File: src/rtl/mips_multicycle_ctrl_if.sv
// mips_multicycle_ctrl_if
// Bundles the signals between the multicycle MIPS control unit and its datapath.
//   master : control unit side (takes op/funct/zero/mem_ready, drives every control)
//   slave  : datapath side (mirror image of master)
// CNT_W sets the width of the retired-instruction counter and must match the
// controller's CNT_W.
interface mips_multicycle_ctrl_if #(
    parameter int CNT_W = 16
);
    logic [5:0]       op;
    logic [5:0]       funct;
    logic             zero;
    logic             mem_ready;
    logic             mem_req;
    logic             iord;
    logic             memwrite;
    logic             irwrite;
    logic             regdst;
    logic             memtoreg;
    logic             regwrite;
    logic             alusrca;
    logic             branch;
    logic [1:0]       alusrcb;
    logic [1:0]       pcsrc;
    logic [2:0]       alucontrol;
    logic             pcen;
    logic             instr_done;
    logic [CNT_W-1:0] retired;
    logic             illegal;
    logic [3:0]       state;

    modport master (
        input  op, funct, zero, mem_ready,
        output mem_req, iord, memwrite, irwrite, regdst, memtoreg, regwrite,
               alusrca, branch, alusrcb, pcsrc, alucontrol, pcen, instr_done,
               retired, illegal, state
    );

    modport slave (
        output op, funct, zero, mem_ready,
        input  mem_req, iord, memwrite, irwrite, regdst, memtoreg, regwrite,
               alusrca, branch, alusrcb, pcsrc, alucontrol, pcen, instr_done,
               retired, illegal, state
    );
endinterface

File: src/rtl/mips_multicycle_ctrl.sv
// mips_multicycle_ctrl
// Moore-style multicycle MIPS control unit (LW, SW, R-type, BEQ, ADDI, J) for a
// shared-memory datapath, with a memory ready handshake and a retired counter.
// Ports:
//   clock     rising-edge clock
//   reset     synchronous, active-high
//   bus       mips_multicycle_ctrl_if.master: op/funct/zero/mem_ready in,
//             datapath controls, pcen, instr_done, retired, illegal, state out
// Parameters:
//   CNT_W          retired counter width (wraps modulo 2^CNT_W)
//   MEM_HANDSHAKE  1: FETCH/MEMRD/MEMWR wait for mem_ready; 0: mem_ready ignored
// Build option:
//   MIPS_MC_ILLEGAL_TRAP_EN  defined: undefined opcodes lock into TRAP until
//   reset with illegal=1; undefined: they retire as a NOP from DECODE.
module mips_multicycle_ctrl #(
    parameter int CNT_W         = 16,
    parameter bit MEM_HANDSHAKE = 1'b1
) (
    input logic                   clock,
    input logic                   reset,
    mips_multicycle_ctrl_if.master bus
);

    typedef enum logic [3:0] {
        FETCH   = 4'd0,
        DECODE  = 4'd1,
        MEMADR  = 4'd2,
        MEMRD   = 4'd3,
        MEMWB   = 4'd4,
        MEMWR   = 4'd5,
        EXECUTE = 4'd6,
        ALUWB   = 4'd7,
        BRANCH  = 4'd8,
        ADDIEX  = 4'd9,
        ADDIWB  = 4'd10,
        JUMP    = 4'd11,
        TRAP    = 4'd12
    } state_t;

    localparam logic [5:0] OP_LW   = 6'b100011;
    localparam logic [5:0] OP_SW   = 6'b101011;
    localparam logic [5:0] OP_RTYP = 6'b000000;
    localparam logic [5:0] OP_BEQ  = 6'b000100;
    localparam logic [5:0] OP_ADDI = 6'b001000;
    localparam logic [5:0] OP_J    = 6'b000010;

    state_t           state_q;
    state_t           state_d;
    state_t           out_state;
    logic [CNT_W-1:0] retired_q;
    logic             ready;
    logic [1:0]       aluop;
    logic             pcwrite;
    logic             mem_req, iord, memwrite, irwrite, regdst, memtoreg;
    logic             regwrite, alusrca, branch, pcen, instr_done, illegal;
    logic [1:0]       alusrcb, pcsrc;
    logic [2:0]       alucontrol;

    assign ready = MEM_HANDSHAKE ? bus.mem_ready : 1'b1;

    always_ff @(posedge clock) begin
        if (reset) begin
            state_q   <= FETCH;
            retired_q <= '0;
        end else begin
            state_q <= state_d;
            if (instr_done) begin
                retired_q <= retired_q + CNT_W'(1);
            end
        end
    end

    always_comb begin
        state_d = state_q;
        case (state_q)
            FETCH:   if (ready) state_d = DECODE;
            DECODE: begin
                case (bus.op)
                    OP_LW, OP_SW: state_d = MEMADR;
                    OP_RTYP:      state_d = EXECUTE;
                    OP_BEQ:       state_d = BRANCH;
                    OP_ADDI:      state_d = ADDIEX;
                    OP_J:         state_d = JUMP;
`ifdef MIPS_MC_ILLEGAL_TRAP_EN
                    default:      state_d = TRAP;
`else
                    default:      state_d = FETCH;
`endif
                endcase
            end
            MEMADR:  state_d = (bus.op == OP_LW) ? MEMRD : MEMWR;
            MEMRD:   if (ready) state_d = MEMWB;
            MEMWR:   if (ready) state_d = FETCH;
            EXECUTE: state_d = ALUWB;
            ADDIEX:  state_d = ADDIWB;
            MEMWB, ALUWB, ADDIWB, BRANCH, JUMP: state_d = FETCH;
`ifdef MIPS_MC_ILLEGAL_TRAP_EN
            TRAP:    state_d = TRAP;
`else
            TRAP:    state_d = FETCH;
`endif
            default: state_d = FETCH;
        endcase
    end

    // While reset is high the outputs are those of FETCH so a half-finished
    // instruction cannot leak controls; all state-committing strobes are then
    // forced low below.
    assign out_state = reset ? FETCH : state_q;

    always_comb begin
        mem_req  = 1'b0;
        iord     = 1'b0;
        memwrite = 1'b0;
        irwrite  = 1'b0;
        regdst   = 1'b0;
        memtoreg = 1'b0;
        regwrite = 1'b0;
        alusrca  = 1'b0;
        branch   = 1'b0;
        alusrcb  = 2'b00;
        pcsrc    = 2'b00;
        aluop    = 2'b00;
        pcwrite  = 1'b0;
        case (out_state)
            FETCH: begin
                mem_req = 1'b1;
                alusrcb = 2'b01;
                irwrite = ready;
                pcwrite = ready;
            end
            DECODE:  alusrcb = 2'b11;
            MEMADR, ADDIEX: begin
                alusrca = 1'b1;
                alusrcb = 2'b10;
            end
            MEMRD: begin
                mem_req = 1'b1;
                iord    = 1'b1;
            end
            MEMWB: begin
                memtoreg = 1'b1;
                regwrite = 1'b1;
            end
            MEMWR: begin
                mem_req  = 1'b1;
                iord     = 1'b1;
                memwrite = 1'b1;
            end
            EXECUTE: begin
                alusrca = 1'b1;
                aluop   = 2'b10;
            end
            ALUWB: begin
                regdst   = 1'b1;
                regwrite = 1'b1;
            end
            ADDIWB:  regwrite = 1'b1;
            BRANCH: begin
                alusrca = 1'b1;
                aluop   = 2'b01;
                branch  = 1'b1;
                pcsrc   = 2'b01;
            end
            JUMP: begin
                pcsrc   = 2'b10;
                pcwrite = 1'b1;
            end
            default: ;
        endcase
        if (reset) begin
            irwrite  = 1'b0;
            pcwrite  = 1'b0;
            regwrite = 1'b0;
            memwrite = 1'b0;
        end
    end

    always_comb begin
        alucontrol = 3'b010;
        case (aluop)
            2'b01: alucontrol = 3'b110;
            2'b10: begin
                case (bus.funct)
                    6'b100000: alucontrol = 3'b010;
                    6'b100010: alucontrol = 3'b110;
                    6'b100100: alucontrol = 3'b000;
                    6'b100101: alucontrol = 3'b001;
                    6'b101010: alucontrol = 3'b111;
                    default:   alucontrol = 3'b010;
                endcase
            end
            default: alucontrol = 3'b010;
        endcase
    end

    assign pcen       = pcwrite | (branch & bus.zero);
    assign instr_done = !reset && (state_q != FETCH) && (state_d == FETCH);
`ifdef MIPS_MC_ILLEGAL_TRAP_EN
    assign illegal    = !reset && (state_q == TRAP);
`else
    assign illegal    = 1'b0;
`endif

    assign bus.mem_req    = mem_req;
    assign bus.iord       = iord;
    assign bus.memwrite   = memwrite;
    assign bus.irwrite    = irwrite;
    assign bus.regdst     = regdst;
    assign bus.memtoreg   = memtoreg;
    assign bus.regwrite   = regwrite;
    assign bus.alusrca    = alusrca;
    assign bus.branch     = branch;
    assign bus.alusrcb    = alusrcb;
    assign bus.pcsrc      = pcsrc;
    assign bus.alucontrol = alucontrol;
    assign bus.pcen       = pcen;
    assign bus.instr_done = instr_done;
    assign bus.retired    = retired_q;
    assign bus.illegal    = illegal;
    assign bus.state      = state_q;

endmodule

File: src/flat_wrapper.sv
// flat-port wrapper written by rule: the top's interface ports become plain ports
module mips_multicycle_ctrl_flat 
#(
    parameter int CNT_W         = 16,
    parameter bit MEM_HANDSHAKE = 1'b1
)
  (clock, reset, bus_op, bus_funct, bus_zero, bus_mem_ready, bus_mem_req, bus_iord, bus_memwrite, bus_irwrite, bus_regdst, bus_memtoreg, bus_regwrite, bus_alusrca, bus_branch, bus_alusrcb, bus_pcsrc, bus_alucontrol, bus_pcen, bus_instr_done, bus_retired, bus_illegal, bus_state);
  mips_multicycle_ctrl_if #(.CNT_W(CNT_W)) bus_i ();
  input logic clock;
  input logic reset;
  input wire logic [$bits(bus_i.op)-1:0] bus_op;
  input wire logic [$bits(bus_i.funct)-1:0] bus_funct;
  input wire logic [$bits(bus_i.zero)-1:0] bus_zero;
  input wire logic [$bits(bus_i.mem_ready)-1:0] bus_mem_ready;
  output wire logic [$bits(bus_i.mem_req)-1:0] bus_mem_req;
  output wire logic [$bits(bus_i.iord)-1:0] bus_iord;
  output wire logic [$bits(bus_i.memwrite)-1:0] bus_memwrite;
  output wire logic [$bits(bus_i.irwrite)-1:0] bus_irwrite;
  output wire logic [$bits(bus_i.regdst)-1:0] bus_regdst;
  output wire logic [$bits(bus_i.memtoreg)-1:0] bus_memtoreg;
  output wire logic [$bits(bus_i.regwrite)-1:0] bus_regwrite;
  output wire logic [$bits(bus_i.alusrca)-1:0] bus_alusrca;
  output wire logic [$bits(bus_i.branch)-1:0] bus_branch;
  output wire logic [$bits(bus_i.alusrcb)-1:0] bus_alusrcb;
  output wire logic [$bits(bus_i.pcsrc)-1:0] bus_pcsrc;
  output wire logic [$bits(bus_i.alucontrol)-1:0] bus_alucontrol;
  output wire logic [$bits(bus_i.pcen)-1:0] bus_pcen;
  output wire logic [$bits(bus_i.instr_done)-1:0] bus_instr_done;
  output wire logic [$bits(bus_i.retired)-1:0] bus_retired;
  output wire logic [$bits(bus_i.illegal)-1:0] bus_illegal;
  output wire logic [$bits(bus_i.state)-1:0] bus_state;
  assign bus_i.op = bus_op;
  assign bus_i.funct = bus_funct;
  assign bus_i.zero = bus_zero;
  assign bus_i.mem_ready = bus_mem_ready;
  assign bus_mem_req = bus_i.mem_req;
  assign bus_iord = bus_i.iord;
  assign bus_memwrite = bus_i.memwrite;
  assign bus_irwrite = bus_i.irwrite;
  assign bus_regdst = bus_i.regdst;
  assign bus_memtoreg = bus_i.memtoreg;
  assign bus_regwrite = bus_i.regwrite;
  assign bus_alusrca = bus_i.alusrca;
  assign bus_branch = bus_i.branch;
  assign bus_alusrcb = bus_i.alusrcb;
  assign bus_pcsrc = bus_i.pcsrc;
  assign bus_alucontrol = bus_i.alucontrol;
  assign bus_pcen = bus_i.pcen;
  assign bus_instr_done = bus_i.instr_done;
  assign bus_retired = bus_i.retired;
  assign bus_illegal = bus_i.illegal;
  assign bus_state = bus_i.state;
  mips_multicycle_ctrl #(.CNT_W(CNT_W), .MEM_HANDSHAKE(MEM_HANDSHAKE)) u_core (.clock(clock), .reset(reset), .bus(bus_i));
endmodule
File: config.mk
export PLATFORM = sky130hd
export DESIGN_NAME = mips_multicycle_ctrl_flat
export DESIGN_NICKNAME = d
export VERILOG_FILES = /design/src/rtl/mips_multicycle_ctrl_if.sv /design/src/rtl/mips_multicycle_ctrl.sv /design/src/flat_wrapper.sv
export SDC_FILE = /design/constraint.sdc
export NUM_CORES = 1
export LEC_CHECK = 0
export CORE_MARGIN = 2
export CORE_UTILIZATION = 44
export CTS_CLUSTER_SIZE = 20
export DETAILED_ROUTE_END_ITERATION = 10
export PLACE_DENSITY_LB_ADDON = 0.1
export SLEW_MARGIN = 0
export SYNTH_ARGS = -nofsm -noshare
export SYNTH_HDL_FRONTEND = slang
export SYNTH_SLANG_ARGS = --single-unit
File: constraint.sdc
create_clock -name clock -period 2.95 [get_ports clock]
set_input_delay 0.59 -clock clock [delete_from_list [all_inputs] [get_ports clock]]
set_output_delay 0.59 -clock clock [all_outputs]
set_load 0.03 [all_outputs]
==> impl_metrics.ini <==
[global_routing]
grt_pass1_wl_um = 6710
antenna_found_initial = 0
grt_pass1_vias = 1548
grt_start_max_net_pins = 18
gr-total-overflow = 0
track_usage_pct = 23.7

[place]
place_hpwl_um = 3140
place_congestion = 0.846
numPortBuffers = 53
pre_cts_ws_ns = -0.256
placed_area_sq_mm = 0.00207

[clock_network]
htreeDepth = 1
root_buffer = clkbuf_4
clk_latency_ns = 0.32
cts.sinks = 20
postCtsSetupBuffers = 0
numCtsBuffers = 3
cts_tree = built
clk_pin_slew_ns = 0.12
cts_buffer_depth = 2

[critical_path]
worstRegToRegCells = 9
critPathMaxFanout = 8
endpoint_kind = output port
cp-start-kind = primary input
timing.rr.end = u_core.bus.retired[12]
crit_type = in -> out
r2r-start = u_core.bus.state[3]
rrSetupSlack_ns = 0.52
critPathArrivalTime_ns = 2.32
crit_required_ns = 2.36

[floorplan]
row_count = 20
ios = 55
design.die.area_sq_mm = 0.00375
initial_core_util_pct = 46.8
core_sq_mm = 0.00308
die-width_um = 61.2
die_h_um = 61.2

[pwr]
p_leak_nw = 0.849
total_power_w = 0.000617
ir_drop_mv = 0.397
power.density_mw_per_mm2 = 290

[yosys]
async_flop_share_pct = 0
synth_enable_flop_cells = 0
post-synth-top-area-fraction_pct = 27.8
syn_inst = 192
ys_warn_count = 0
syn_nets = 211
ys_top_cells_by_count = dfxtp_1 (20), nand2_1 (20), a21oi_1 (11)
synth-seq-cells = 20
synth.largest_area_cell = dfxtp_1
syn_area_sq_mm = 0.00144
yosys_most_used_dff = dfxtp_1
synth.avg_cell_area_sq_um = 7.51
ys_seq_area_share_pct = 27.8
synth.distinct_cells = 49
synth_area_leaders = dfxtp_1 (28%), nand2_1 (5.2%), nand4_1 (3.9%)

[routing]
drc = 0
via_per_inst = 5.64
drt_wl_total_um = 4190
wl_per_cell_um = 14.1
num_vias = 1681
dr.pass1.iters = 4
drt_iter0_drc = 101
route.antenna.remaining_nets = 0

[sta]
hold_viol = 0
fin_crit_sh_pct = 98.6
fin_skew_ns = 0.0118
hold_ws_ns = 0.467
final.min_clock_period_ns = 2.91
slew_violations = 0
setup_tns_ns = 0
rsz0062_at_grt = yes
max_freq_mhz = 344
setup_viol = 0
worst_slack_ns = 0.0426

[flow_run]
cap_violations = 0

[outcome]
status = finished, final reports clean

[cells_and_area]
nets = 274
area_growth_pct = 47.7
fillers = 256
register_area_sq_um = 400
postLayoutCellArea_sq_mm = 0.00213
diodes = 0
drive_above_1_share_pct = 21.7
multiInputGateArea_sq_um = 953

[worst_hold_path]
whs_endpoint = u_core.bus.retired[15]
hold_start = u_core.bus.retired[15]
holdPathStages = 1
hold_path.class = reg -> reg
worst max-delay path, stage by stage:
cell	delay, ns
clkdlybuf4s50_1	0.50
xor2_1	0.18
o211ai_1	0.24
a211oi_1	0.13
or3_4	0.44
inv_2	0.08
buf_4	0.15
where the power goes:
part / switching, W / internal, W
combinational: 0.0000618 / 0.0000513
clock: 0.0000914 / 0.000138
sequential: 0.00000279 / 0.000272
registers in the layout, indices dropped and copies added, names as in the netlist:
register,cells
u_core.bus.retired,16
u_core.bus.state,4
routing by layer:
metal | wire length, um | track usage (%) | vias up
met5 | 0 | 0 | -
met2 | 2050 | 40.9 | 64
met3 | 279 | 4.83 | 2
met4 | 20 | 5.59 | 0
li1 | - | - | 830
met1 | 1840 | 30.3 | 785
kinds of logic (layout without fill, tap and decap cells):
family	count (synthesis)	after routing	synth area share (%)
fa+ha+maj	3	3	2.60
flops	20	20	27.8
mux	7	7	5.03
compound gates	43	43	19.9
buf+inv	24	86	7.90
xor+xnor	4	4	2.43
other cells	1	1	0.260
simple gates	90	90	34.1
how the worst max path moves through the flow:
| stage | from | endpoint | cells after the start |
|---|---|---|---|
| detailed placement | reset | bus_alucontrol[1] | 8 |
| floorplan | u_core.bus.state[2] | bus_alucontrol[0] | 7 |
| finish | bus_op[2] | bus_instr_done | 7 |
| global route | bus_op[2] | bus_instr_done | 7 |
| CTS | bus_op[3] | bus_instr_done | 7 |
| global placement | reset | bus_alucontrol[1] | 8 |
cell usage in the layout, fill, tap and decap left out, drive strengths merged, types with 4 or more instances in the layout:
cell / count
o211ai: 4
nor2: 10
a21oi: 11
dfxtp: 20
nand2: 20
nor2b: 4
or3: 5
and2: 4
mux2i: 5
and3: 5
nand4: 9
nor3: 10
clkdlybuf4s50: 34
nand3: 9
o21ai: 9
inv: 11
buf: 35
per-stage QoR:
stage                     util (%)  std cells
after floorplan                  -        192
after global placement        67.1        294
after detailed placement      67.1        294
after CTS                     69.0        298
after global routing          69.1        298
final                         69.1        298
cell type report:
type	count	share of cell area [%]
Clock inverter	1	1.41
Tap cell	44	2.59
Sequential cell	20	18.8
Timing Repair Buffer	71	29.4
Clock buffer	3	1.06
Inverter	11	1.94
Multi-Input combinational cell	148	44.8
repair_timing:
action | in CTS | in global routing
gates resized for setup | 4 | 6
hold buffers | 0 | 0
endpoints found under the setup margin | 2 | 2
Power figures use the tool's default switching activity.
